<file path="src/rtl/fighter_pkg.sv">
// Shared encodings and default animation lengths for the fighter animation controller.
package fighter_pkg;

  typedef enum logic [7:0] {
    CS_STAND  = 8'd0,
    CS_ATTACK = 8'd1,
    CS_MOVEL  = 8'd2,
    CS_MOVER  = 8'd3,
    CS_HURT   = 8'd4,
    CS_DEFEND = 8'd5,
    CS_DIE    = 8'd6
  } char_state_t;

  typedef enum logic [7:0] {
    GS_START    = 8'd0,
    GS_GAME     = 8'd1,
    GS_GAMEOVER = 8'd2
  } game_state_t;

  localparam int TICKS_PER_FRAME  = 4;
  localparam int N_STAND          = 8;
  localparam int N_ATTACK         = 9;
  localparam int N_MOVE           = 5;
  localparam int N_HURT           = 4;
  localparam int N_DIE            = 12;
  localparam int ATTACK_HIT_FRAME = 5;

endpackage

</file>
<file path="src/rtl/anim_tick_gen.sv">
// Detects frame_clk rising edges and emits adv once every TICKS_PER_FRAME edges.
module anim_tick_gen #(
  parameter int TICKS_PER_FRAME = 4
) (
  input  logic clk,
  input  logic reset,
  input  logic frame_clk,
  input  logic clear,
  output logic adv
);

  localparam int CW = (TICKS_PER_FRAME > 1) ? $clog2(TICKS_PER_FRAME) : 1;

  logic          fc_q;
  logic [CW-1:0] cnt;
  logic          rise;

  assign rise = frame_clk & ~fc_q;
  assign adv  = rise & (cnt == CW'(TICKS_PER_FRAME - 1));

  always_ff @(posedge clk) begin
    if (reset) begin
      fc_q <= 1'b0;
      cnt  <= '0;
    end else begin
      fc_q <= frame_clk;
      // A state change restarts the frame period, discarding any edge seen this cycle.
      if (clear || adv) cnt <= '0;
      else if (rise)    cnt <= cnt + 1'b1;
    end
  end

endmodule

</file>
<file path="src/rtl/fighter_anim_ctrl.sv">
// Per-fighter action state machine driving renderer state/frame, motion qualifiers
// and the single-cycle attack_hit strobe.
module fighter_anim_ctrl
  import fighter_pkg::*;
#(
  parameter int TICKS_PER_FRAME  = fighter_pkg::TICKS_PER_FRAME,
  parameter int N_STAND          = fighter_pkg::N_STAND,
  parameter int N_ATTACK         = fighter_pkg::N_ATTACK,
  parameter int N_MOVE           = fighter_pkg::N_MOVE,
  parameter int N_HURT           = fighter_pkg::N_HURT,
  parameter int N_DIE            = fighter_pkg::N_DIE,
  parameter int ATTACK_HIT_FRAME = fighter_pkg::ATTACK_HIT_FRAME
) (
  input  logic       Clk,
  input  logic       Reset,
  input  logic       frame_clk,
  input  logic [7:0] game_state,
  input  logic       key_l,
  input  logic       key_r,
  input  logic       key_atk,
  input  logic       key_def,
  input  logic       hit_in,
  input  logic       hp_zero,
  output logic [7:0] character_state,
  output logic [7:0] frame_num,
  output logic       move_l,
  output logic       move_r,
  output logic       hurt,
  output logic       die,
  output logic       attack_hit
);

  char_state_t state, nstate, cmd;
  logic [7:0]  nframe, last;
  logic        clr, adv, in_game, in_game_q, hit_done;

  function automatic logic [7:0] anim_len(input char_state_t s);
    case (s)
      CS_STAND:          return 8'(N_STAND);
      CS_ATTACK:         return 8'(N_ATTACK);
      CS_MOVEL, CS_MOVER: return 8'(N_MOVE);
      CS_HURT:           return 8'(N_HURT);
      CS_DIE:            return 8'(N_DIE);
      default:           return 8'd1;
    endcase
  endfunction

  anim_tick_gen #(.TICKS_PER_FRAME(TICKS_PER_FRAME)) u_tick (
    .clk       (Clk),
    .reset     (Reset),
    .frame_clk (frame_clk),
    .clear     (clr),
    .adv       (adv)
  );

  assign in_game         = (game_state == GS_GAME);
  assign character_state = state;

  always_comb begin
    nstate = state;
    nframe = frame_num;
    clr    = 1'b0;
    last   = anim_len(state) - 8'd1;
    cmd    = CS_STAND;
    if (key_atk)              cmd = CS_ATTACK;
    else if (key_def)         cmd = CS_DEFEND;
    else if (key_r ^ key_l)   cmd = key_r ? CS_MOVER : CS_MOVEL;

    if ((!in_game && !(state == CS_DIE && game_state == GS_GAMEOVER)) ||
        (in_game && !in_game_q)) begin
      nstate = CS_STAND;
      nframe = 8'd0;
      clr    = 1'b1;
    end else if (in_game && hp_zero && state != CS_DIE) begin
      nstate = CS_DIE;
      nframe = 8'd0;
      clr    = 1'b1;
    end else if (state == CS_DIE) begin
      if (adv && frame_num < last) nframe = frame_num + 8'd1;
    end else if (hit_in && state != CS_DEFEND) begin
      // Re-hit while hurt restarts the hurt animation from frame 0.
      nstate = CS_HURT;
      nframe = 8'd0;
      clr    = 1'b1;
    end else if (state == CS_ATTACK || state == CS_HURT) begin
      if (adv) begin
        if (frame_num >= last) begin
          nstate = CS_STAND;
          nframe = 8'd0;
          clr    = 1'b1;
        end else begin
          nframe = frame_num + 8'd1;
        end
      end
    end else if (cmd != state) begin
      nstate = cmd;
      nframe = 8'd0;
      clr    = 1'b1;
    end else if (adv && state != CS_DEFEND) begin
      nframe = (frame_num >= last) ? 8'd0 : frame_num + 8'd1;
    end
  end

  always_ff @(posedge Clk) begin
    if (Reset) begin
      state      <= CS_STAND;
      frame_num  <= 8'd0;
      in_game_q  <= 1'b0;
      move_l     <= 1'b0;
      move_r     <= 1'b0;
      hurt       <= 1'b0;
      die        <= 1'b0;
      attack_hit <= 1'b0;
      hit_done   <= 1'b0;
    end else begin
      state      <= nstate;
      frame_num  <= nframe;
      in_game_q  <= in_game;
      move_l     <= (nstate == CS_MOVEL);
      move_r     <= (nstate == CS_MOVER);
      hurt       <= (nstate == CS_HURT);
      die        <= (nstate == CS_DIE);
      // hit_done keeps the strobe to one pulse even if the hit frame is held for many cycles.
      attack_hit <= (state == CS_ATTACK) && (frame_num == 8'(ATTACK_HIT_FRAME)) && !hit_done;
      if (state != CS_ATTACK)                        hit_done <= 1'b0;
      else if (frame_num == 8'(ATTACK_HIT_FRAME))    hit_done <= 1'b1;
    end
  end

endmodule

</file>
<file path="config.mk">
export PLATFORM = sky130hd
export DESIGN_NAME = fighter_anim_ctrl
export DESIGN_NICKNAME = d
export VERILOG_FILES = /design/src/rtl/fighter_pkg.sv /design/src/rtl/anim_tick_gen.sv /design/src/rtl/fighter_anim_ctrl.sv
export SDC_FILE = /design/constraint.sdc
export NUM_CORES = 1
export LEC_CHECK = 0
export CAP_MARGIN = 20
export CORE_MARGIN = 1.5
export CORE_UTILIZATION = 40
export CTS_BUF_LIST = sky130_fd_sc_hd__clkbuf_4 sky130_fd_sc_hd__clkbuf_8
export DETAILED_ROUTE_END_ITERATION = 8
export PLACE_DENSITY = 0.72
export SYNTH_ARGS = -nofsm -noshare
export SYNTH_HDL_FRONTEND = slang
export SYNTH_HIERARCHICAL = 1
export SYNTH_SLANG_ARGS = --single-unit
</file>
<file path="constraint.sdc">
create_clock -name Clk -period 3.5 [get_ports Clk]
set_input_delay 0.35 -clock Clk [delete_from_list [all_inputs] [get_ports Clk]]
set_output_delay 0.35 -clock Clk [all_outputs]
set_load 0.02 [all_outputs]
</file>
Yosys cells after proc, flatten, opt, wreduce, memory -nomap -nowiden
Index checks and enable logic that the tools add are counted.

word-level totals
  flip-flop bits (word level) = 26
  bits in latches = 0
  memory bits (writable) = 0
  memory bits (read-only) = 0
  bits of input ports = 17
  output and inout port bits = 21
  logic and storage cells = 92
  memories kept = 0

operators by class
  add/sub/neg operators = 3
  multiply operators = 0
  divide/modulo/power cells = 0
  $lt $le $gt $ge = 2
  equal/unequal tests = 19
  shift-type cells = 0
  mux-type cells = 29
  bitwise operators = 4
  reduce and logical (&&, ||, !) cells = 24

operators by type and width
  cell                                                                    count
  8-bit 2-to-1 mux                                                        16
  8-bit by 2-bit equality test with 1-bit output (second input constant)  5
  8-bit by 3-bit equality test with 1-bit output (second input constant)  5
  4-bit one-hot mux with 5 select lines                                   1
  8-bit by 1-bit equality test with 1-bit output (second input constant)  2
  8-bit by 3-bit != test with 1-bit output (second input constant)        2
  1-bit logical AND                                                       10
  1-bit 2-to-1 mux                                                        9
  8-bit by 1-bit adder with 8-bit output (second input constant)          1
  8-bit >= comparator                                                     1
  8-bit zero test                                                         1
  8-bit < comparator                                                      1
  8-bit by 1-bit != test with 1-bit output (second input constant)        1
  8-bit != test                                                           1
  8-bit by 1-bit subtractor with 8-bit output (second input constant)     1
  3-bit 2-to-1 mux                                                        2
  2-bit OR reduction                                                      3
  5-bit nonzero test                                                      1
  1-bit zero test                                                         4
  4-bit != test (second input constant)                                   1
  1-bit logical OR                                                        3
  3-bit AND reduction                                                     1
  3-bit OR reduction                                                      1
  2-bit by 1-bit adder with 2-bit output (second input constant)          1
  other kinds (6)                                                         7

Depth between registers and ports, before layout
Gate-level depths: netlist of the first run.

  depth in word-level cells = 14
  depth in mapped cells = 15
  mapped depth without buffers = 14

Hierarchy
Netlist of the first run, hierarchy kept.

by module, submodules not included
  module             times used  cells each  area an instance (µm²)  sequential area each (µm²)
  fighter_anim_ctrl  1           196         1591.5                  460.4
  anim_tick_gen      1           13          140.1                   60.1

Worst setup path before layout of the first run
OpenSTA, ideal clock, no wires.

  path kind = reg-to-reg
  start = reg state[4], in the netlist character_state[4]
  end = reg frame_num[3]
  library setup time = 0.122 ns
  arrival time = 3.564 ns
  required time = 3.378 ns
  setup slack = -0.186 ns
  stages on the path, launching flop included = 15
  path buffers = 1
  clock period less this slack = 3.686 ns
  cells stage by stage = dfxtp_1 or4_4 or2_1 buf_6 or3_1 inv_1 ha_1 ha_1 ha_1 a21oi_1 a21oi_1 o31ai_2 nand2_2 o211a_1 a221o_1

between the ends
  longest elaborated chain between the ends = 11
  elaborated cells between the ends (all ways) = 35
  those cells by class = 1 x add/sub; 2 x order compare; 10 x eq/ne; 8 x mux; 14 x reduce/logical

RTL lines
  item                                            RTL line                                           source
  from (decl)                                     fighter_anim_ctrl.sv:33                            char_state_t state, nstate, cmd;
  from (signal assigned)                          fighter_anim_ctrl.sv:116                           state <= nstate;
  8-bit by 2-bit equality test with 1-bit output  fighter_anim_ctrl.sv:38                            case (s)
  2-bit OR reduction                              fighter_anim_ctrl.sv:38
  4-bit one-hot mux with 5 select lines           fighter_anim_ctrl.sv:38
  8-bit by 1-bit subtractor with 8-bit output     fighter_anim_ctrl.sv:63                            last = anim_len(state) - 8'd1;
  8-bit >= comparator                             fighter_anim_ctrl.sv:87, fighter_anim_ctrl.sv:100
  8-bit 2-to-1 mux                                fighter_anim_ctrl.sv:87, fighter_anim_ctrl.sv:100
  8-bit 2-to-1 mux                                fighter_anim_ctrl.sv:99                            end else if (adv && state != CS_DEFEND) begin
  8-bit 2-to-1 mux                                fighter_anim_ctrl.sv:95                            end else if (cmd != state) begin
  8-bit 2-to-1 mux                                fighter_anim_ctrl.sv:85                            end else if (state == CS_ATTACK || state == CS_HURT) begin
  8-bit 2-to-1 mux                                fighter_anim_ctrl.sv:80                            end else if (hit_in && state != CS_DEFEND) begin
  8-bit 2-to-1 mux                                fighter_anim_ctrl.sv:78                            end else if (state == CS_DIE) begin
  to (signal assigned)                            fighter_anim_ctrl.sv:117                           frame_num <= nframe;
  to (decl)                                       fighter_anim_ctrl.sv:25                            output logic [7:0] frame_num,

Parallel ways exist; a longest one is shown, timed or not. The select of a mux whose other input is x is not followed.
A chain may end at the register's enable or synchronous reset.

Worst setup path in the final report of the first run
  start = reg state[6], in the netlist character_state[6]
  end = reg frame_num[2]

The elaborated chain is that of the path after synthesis.

==> qor.yml, run 1 <==
global_routing:
  first_global_vias: 1609
  grt_first_pass_wirelength_um: 7250
  grt_max_degree: 15
  track_usage_pct: 20.3
  antenna_found_initial: 0
  grt_overflow_total: 0
layout:
  antenna_cells: 0
  synthToLayoutAreaGrowth_pct: 41.4
  fin_nets: 299
  drive_above_1_share_pct: 18.7
  design_area_um2: 2450
cts:
  htree_levels: 1
  numCtsBuffers: 3
  tritoncts: "done"
  cts-root-buf: "clkbuf_8"
  cts_buffer_depth: 2
  numClockSinks: 26
  cts_hold_buffers: 0
  insertion_delay_ps: 270
  path_clk_slew_ps: 100
detailed_routing:
  vias: 1729
  post_drt_via_cell_ratio: 5.45
  drt_first_pass_iters: 4
  totalWireLength_um: 4470
  wire_per_inst_um: 14.1
  drc: 0
  ant_nets: 0
  drtIter0Drc: 86
sta:
  max_freq_mhz: 289
  drv_slew: 0
  period_share_pct: 99.0
  setup_viol: 0
  finalWorstSetupSlack_ps: 36.1
  fin_skew_ps: 5.13
  period_minus_slack_ps: 3460
  tightest_slew_ps: 588
  rsz0062_at_grt: "true"
  hold_violations: 0
  relSlewSlack_pct: 60.4
critical_path:
  startpoint_type: "register"
  crit_end: "frame_num[2]$_SDFFE_PP0P_"
  rr_startpoint: "character_state[6]$_SDFF_PP0_"
  r2r_end: "frame_num[2]$_SDFFE_PP0P_"
  criticalPathCategory: "register to register"
  rrSetupSlack_ps: 40
  end_kind: "register"
  reg2reg_depth: 13
  cp_max_fo: 4
  cp.arrival_ps: 3630
  cp.required_ps: 3670
  critical_path.startpoint: "character_state[6]$_SDFF_PP0_"
floorplanning:
  die_y_um: 68.8
  design.core.area_um2: 4090
  die_area_um2: 4730
  io_pins: 38
  rows: 23
  die_w_um: 68.8
  initial_core_util_pct: 42.4
yosys:
  synth_area_leaders: "dfxtp_1 30%, ha_1 10%, nand2_1 3.9%"
  ys.flop_type: "dfxtp_1"
  synth.distinct_cells: 56
  async_reset_ff_share_pct: 0
  synth-seq-area-share_pct: 30.1
  synth_edf_count: 0
  syn-cell-area_um2: 1730
  synth_top_cell_area_share_pct: 30.1
  synthCells: 209
  syn_avg_cell_area_um2: 8.29
  ys_ff_latch: 26
  ys.warnings.count: 6
  synth_top_area_cell: "dfxtp_1"
run:
  drv_cap: 0
power:
  combPwrFrac_pct: 13.3
  power.internal_uw: 441
  clockPowerShare_pct: 34.7
  vdd_drop_max_mv: 0.211
  p_seq_share_pct: 52.1
  cellLeakagePower_uw: 0.000954
  p_per_area_nw_per_um2: 237
  swShare_pct: 24.0
  switching_power_uw: 139
placement:
  hpwl_um: 3420
  place.gp.congestion: 0.861
  io_buffers: 37
  post-place-ws_ps: -42.8
  place_area_um2: 2320
run_status:
  status: "finished clean"
worst_hold_path:
  holdCritPathClass: "register to register"
## state kept, by name, indices dropped and copies added, names as in the netlist
| signal | count |
|---|---|
| move_l | 1 |
| attack_hit | 1 |
| hit_done | 1 |
| u_tick/cnt | 2 |
| hurt | 1 |
| move_r | 1 |
| frame_num | 8 |
| u_tick/fc_q | 1 |
| in_game_q | 1 |
| die | 1 |
| character_state | 8 |
## worst min-delay path by stage
stage / startpoint / cells after the start / end / slack (ps)
after floorplan: hit_done$_SDFFE_PP0N_ / 1 / attack_hit$_SDFF_PP0_ / 400
after global placement: hit_done$_SDFFE_PP0N_ / 1 / attack_hit$_SDFF_PP0_ / 400
after detailed placement: hit_done$_SDFFE_PP0N_ / 1 / attack_hit$_SDFF_PP0_ / 410
after CTS: hit_done$_SDFFE_PP0N_ / 1 / attack_hit$_SDFF_PP0_ / 430
after global routing: hit_done$_SDFFE_PP0N_ / 1 / attack_hit$_SDFF_PP0_ / 450
final: hit_done$_SDFFE_PP0N_ / 1 / attack_hit$_SDFF_PP0_ / 420
## per-layer routing
| layer | up-vias | GRT usage [%] | wire, um |
|---|---|---|---|
| met5 | - | 0 | 0 |
| met4 | 0 | 6.37 | 65 |
| met3 | 8 | 3.73 | 317 |
| met2 | 70 | 32.3 | 2040 |
| met1 | 775 | 27.8 | 2050 |
| li1 | 876 | - | - |
## through the flow
stage / hold slack, ps / total power, uW / cells / utilization [%] / TNS [ps]
after floorplan: 398 / 346 / 215 / - / -299
after global placement: 403 / 381 / 310 / 56.7 / -12.8
after detailed placement: 413 / 381 / 310 / 56.7 / -126
after CTS: 427 / 579 / 314 / 58.5 / -14.5
after global routing: 454 / 601 / 317 / 59.9 / -216
final: 422 / 580 / 317 / 59.9 / 0
## cell type report
cell class	instances	area [um2]
fillers	374	1640
multi-input cells	177	1290
well taps	50	62.6
clock buffers	4	55.1
inverters	8	32.5
flip-flops and latches	26	526
repair buffers	52	483
## power groups by stage
stage / Sequential, uW / Combinational, uW / Clock, uW
global route: 303 / 84.5 / 214
floorplan: 313 / 33.6 / 0
global placement: 309 / 72.3 / 0
CTS: 302 / 73.8 / 203
finish: 302 / 76.9 / 201
detailed placement: 309 / 72.4 / 0
## critical path, cell delays in order, from the launching register on
cell and delay, ps:
dfxtp_4 350, or4_4 520, or2_1 230, or3_4 390, inv_4 70, ha_4 120
ha_4 190, ha_4 230, o211ai_1 140, a21oi_2 120, o31ai_4 320, nand2_2 140
o211a_1 180, a221o_1 350
## cells in the final DEF, fill, tap and decap left out, types with 3 or more instances in the layout
| master | n |
|---|---|
| o21ai_0 | 4 |
| dfxtp_1 | 24 |
| nand2_1 | 18 |
| buf_4 | 15 |
| nand3b_1 | 3 |
| nor4_1 | 3 |
| a21oi_2 | 3 |
| inv_1 | 7 |
| o21ai_2 | 3 |
| nor2_1 | 17 |
| clkdlybuf4s50_1 | 37 |
| nor3_1 | 12 |
| nor2b_1 | 7 |
| nand3_1 | 11 |
| xor2_1 | 4 |
| a31oi_1 | 3 |
| or3_1 | 3 |
| conb_1 | 8 |
| ha_1 | 9 |
| nand4_1 | 4 |
| a21oi_1 | 8 |
| ha_4 | 5 |
| clkbuf_8 | 4 |
| and3_1 | 4 |
| nand2b_1 | 4 |
| a221o_1 | 3 |
## kinds of logic after synthesis
| logic type | share of synthesized area, % |
|---|---|
| other cells | 0.434 |
| fa+ha+maj | 10.1 |
| flops | 30.1 |
| mux | 1.16 |
| buf+inv | 3.11 |
| xor+xnor | 2.53 |
| simple gates | 34.5 |
| compound gates | 18.1 |
## cell usage after synthesis (3+ instances only)
cell type,n
dfxtp_1,26
a31oi_1,3
xor2_1,4
nand4_1,4
nor3_1,12
a21oi_1,10
nand2b_1,4
or3_1,4
nand2_1,18
nor2_1,17
nor2b_1,7
nand3b_1,3
o21ai_0,6
nor4_1,3
a221o_1,3
inv_1,8
nand3_1,11
and3_1,4
ha_1,14
## what timing repair did
item	4_1_cts	5_1_grt
gates resized for setup	4	6
endpoints found under the setup margin	7	16
buffers inserted	0	3
pin swaps	4	9
(Power assumes the default switching activity.)
==> run 2: changes to the inputs <==
--- a/config.mk
+++ b/config.mk
@@ -9,8 +9,9 @@
 export CORE_MARGIN = 1.5
 export CORE_UTILIZATION = 40
 export CTS_BUF_LIST = sky130_fd_sc_hd__clkbuf_4 sky130_fd_sc_hd__clkbuf_8
+export CTS_CLUSTER_SIZE = 30
 export DETAILED_ROUTE_END_ITERATION = 8
-export PLACE_DENSITY = 0.72
+export PLACE_DENSITY = 0.7
 export SYNTH_ARGS = -nofsm -noshare
 export SYNTH_HDL_FRONTEND = slang
 export SYNTH_HIERARCHICAL = 1
==> constraint.sdc (replaced) <==
create_clock -name Clk -period 4.1 [get_ports Clk]
set_input_delay 0.41 -clock Clk [delete_from_list [all_inputs] [get_ports Clk]]
set_output_delay 0.41 -clock Clk [all_outputs]
set_load 0.02 [all_outputs]
==> qor.yml, run 2 (synthesis gave the netlist of run 1 again) <==
critical_path:
  critPathSlowestCell: "or4_4"  # unchanged
  rrSetupSlack_ps: 390  # was 40 ps
  crit_path_max_incr_delay_ps: 580  # was 520 ps
  crit_top_cell: "ha_1"  # was ha_4
  reg2reg_depth: 14  # was 13
  criticalPathCategory: "register to register"  # unchanged
  startpoint_type: "register"  # unchanged
  cp.arrival_ps: 3880  # was 3630 ps
  cp_max_fo: 5  # was 4
  cp.required_ps: 4270  # was 3670 ps
  end_kind: "register"  # unchanged
  path_cells: "or4_4 > or2_1 > or3_1 > inv_1 > ha_1 > ha_1 > inv_1 > ha_1 > a21oi_1 > o21ai_0 > o31ai_2 > nand2_2 > o211a_1 > a221o_1"  # was or4_4 > or2_1 > or3_4 > inv_4 > ha_4 > ha_4 > ha_4 > o211ai_1 > a21oi_2 > o31ai_4 > nand2_2 > o211a_1 > a221o_1
  rr_startpoint: "character_state[4]$_SDFF_PP0_"  # was character_state[6]$_SDFF_PP0_
  critical_path.startpoint: "character_state[4]$_SDFF_PP0_"  # was character_state[6]$_SDFF_PP0_
  r2r_end: "frame_num[2]$_SDFFE_PP0P_"  # unchanged
global_routing:
  grt_overflow_total: 0  # unchanged
  first_global_vias: 1378  # was 1609
  track_usage_pct: 18.5  # was 20.3%
  grt_max_degree: 16  # was 15
  grt_first_pass_wirelength_um: 6580  # was 7250 um
  antenna_found_initial: 0  # unchanged
floorplanning:
  die_y_um: 68.8  # unchanged
  initial_core_util_pct: 42.4  # unchanged
  io_pins: 38  # unchanged
  rows: 23  # unchanged
  die_w_um: 68.8  # unchanged
  die_area_um2: 4730  # unchanged
  design.core.area_um2: 4090  # unchanged
power:
  p_per_area_nw_per_um2: 235  # was 237 nW/um2
  p_total_uw: 529  # was 580 uW
  vdd_drop_max_mv: 0.173  # was 0.211 mV
  cellLeakagePower_uw: 0.000884  # was 0.000954 uW
sta:
  final.setup.tns_ps: 0  # unchanged
  hold_violations: 0  # unchanged
  relSlewSlack_pct: 60.2  # was 60.4%
  period_minus_slack_ps: 3710  # was 3460 ps
  setup_viol: 0  # unchanged
  fin_skew_ps: 4.95  # was 5.13 ps
  drv_slew: 0  # unchanged
  period_share_pct: 90.5  # was 99.0%
  rsz0062_at_grt: "false"  # was true
  max_freq_mhz: 270  # was 289 MHz
  tightest_slew_ps: 592  # was 588 ps
layout:
  final_common_cell: "clkdlybuf4s50_1"  # unchanged
  antenna_cells: 0  # unchanged
  fin_nets: 286  # was 299
  drive_above_1_share_pct: 9.06  # was 18.7%
  utilization_pct: 55.1  # was 59.9%
  synthToLayoutAreaGrowth_pct: 29.9  # was 41.4%
  final_cell_mix: "37 x clkdlybuf4s50_1, 26 x dfxtp_1, 18 x nand2_1"  # was 37 x clkdlybuf4s50_1, 24 x dfxtp_1, 18 x nand2_1
  fin_cells: 304  # was 317
  fill_cells: 386  # was 374
placement:
  io_buffers: 37  # unchanged
  place.gp.congestion: 0.881  # was 0.861
  dpl.cell_count: 300  # was 310
  hpwl_um: 3240  # was 3420 um
cts:
  htree_levels: 1  # unchanged
  numCtsBuffers: 3  # unchanged
  cts-root-buf: "clkbuf_8"  # unchanged
  cts_setup_buffers: 0  # unchanged
  cts_hold_buffers: 0  # unchanged
  numClockSinks: 26  # unchanged
  path_clk_slew_ps: 90  # was 100 ps
  insertion_delay_ps: 270  # about the same
  tritoncts: "done"  # unchanged
  cts_resized: 0  # was 4
  cts_buffer_depth: 2  # unchanged
worst_hold_path:
  min-delay-start: "hit_done$_SDFFE_PP0N_"  # unchanged
  holdCritPathClass: "register to register"  # unchanged
  hold_depth: 1  # unchanged
  hold_path_end: "attack_hit$_SDFF_PP0_"  # unchanged
detailed_routing:
  wire_per_inst_um: 13.4  # was 14.1 um
  ant_nets: 0  # unchanged
  vias: 1635  # was 1729
  post_drt_via_cell_ratio: 5.38  # was 5.45
  drt_first_pass_iters: 4  # unchanged
  totalWireLength_um: 4070  # was 4470 um
  drc: 0  # unchanged
  drtIter0Drc: 81  # was 86
run_status:
  status: "finished clean"  # unchanged
run:
  drv_cap: 0  # unchanged
[run 2: where the power goes]
group / switching [uW] / total [uW] / internal (uW)
logic: 27.7 / 59.2 / 31.5
registers: 2.62 / 258 / 256
clock network: 80.7 / 211 / 131
[run 2: per-layer routing]
metal	global-route usage [%]	up-vias	share of wire [%]
li1	-	852	-
met1	25.9	730	48
met2	28.4	53	46
met3	3.73	0	6.1
met4	5.88	0	0
met5	0	-	0
[run 2: critical path, delay by kind of cell, from the launching register on]
kind / cells / cell delay [ps]
adders and majority gates: 3 / 570
DFF: 1 / 320
and+or+nand+nor: 4 / 1350
buffers and inverters: 2 / 130
AOI/OAI and AO/OA: 5 / 1220
[run 2: worst max path at each step]
stage	to	slack, ps	cells past startpoint
final	frame_num[2]$_SDFFE_PP0P_	390	14
after CTS	frame_num[2]$_SDFFE_PP0P_	390	14
after floorplan	frame_num[3]$_SDFFE_PP0P_	410	14
after global placement	frame_num[3]$_SDFFE_PP0P_	490	14
after detailed placement	frame_num[2]$_SDFFE_PP0P_	400	14
after global routing	frame_num[2]$_SDFFE_PP0P_	240	14
[run 2: final cells by class]
| class | instances | area, um2 | share of cell area (%) |
|---|---|---|---|
| clock inverter | 1 | 30.0 | 1.33 |
| inverter | 8 | 30.0 | 1.33 |
| clock buffer | 3 | 41.3 | 1.84 |
| multi-input combinational | 177 | 1180 | 52.4 |
| tap | 50 | 62.6 | 2.78 |
| sequential | 26 | 520 | 23.1 |
| timing repair buffer | 39 | 385 | 17.1 |
[run 2: per-stage QoR]
step,hold WS (ps),area [um2],setup slack (ps)
finish,426,2250,390
global route,455,2250,244
CTS,432,2250,392
detailed placement,418,2180,396
global placement,404,2180,493
floorplan,398,1750,414
==> run 3: changes to the inputs <==
--- a/config.mk
+++ b/config.mk
@@ -12,6 +12,7 @@
 export CTS_CLUSTER_SIZE = 30
 export DETAILED_ROUTE_END_ITERATION = 8
 export PLACE_DENSITY = 0.7
+export SLEW_MARGIN = 10
 export SYNTH_ARGS = -nofsm -noshare
 export SYNTH_HDL_FRONTEND = slang
 export SYNTH_HIERARCHICAL = 1
==> results of run 3 <==
Same layout as run 2: the final DEF is identical, and so are final timing and power.
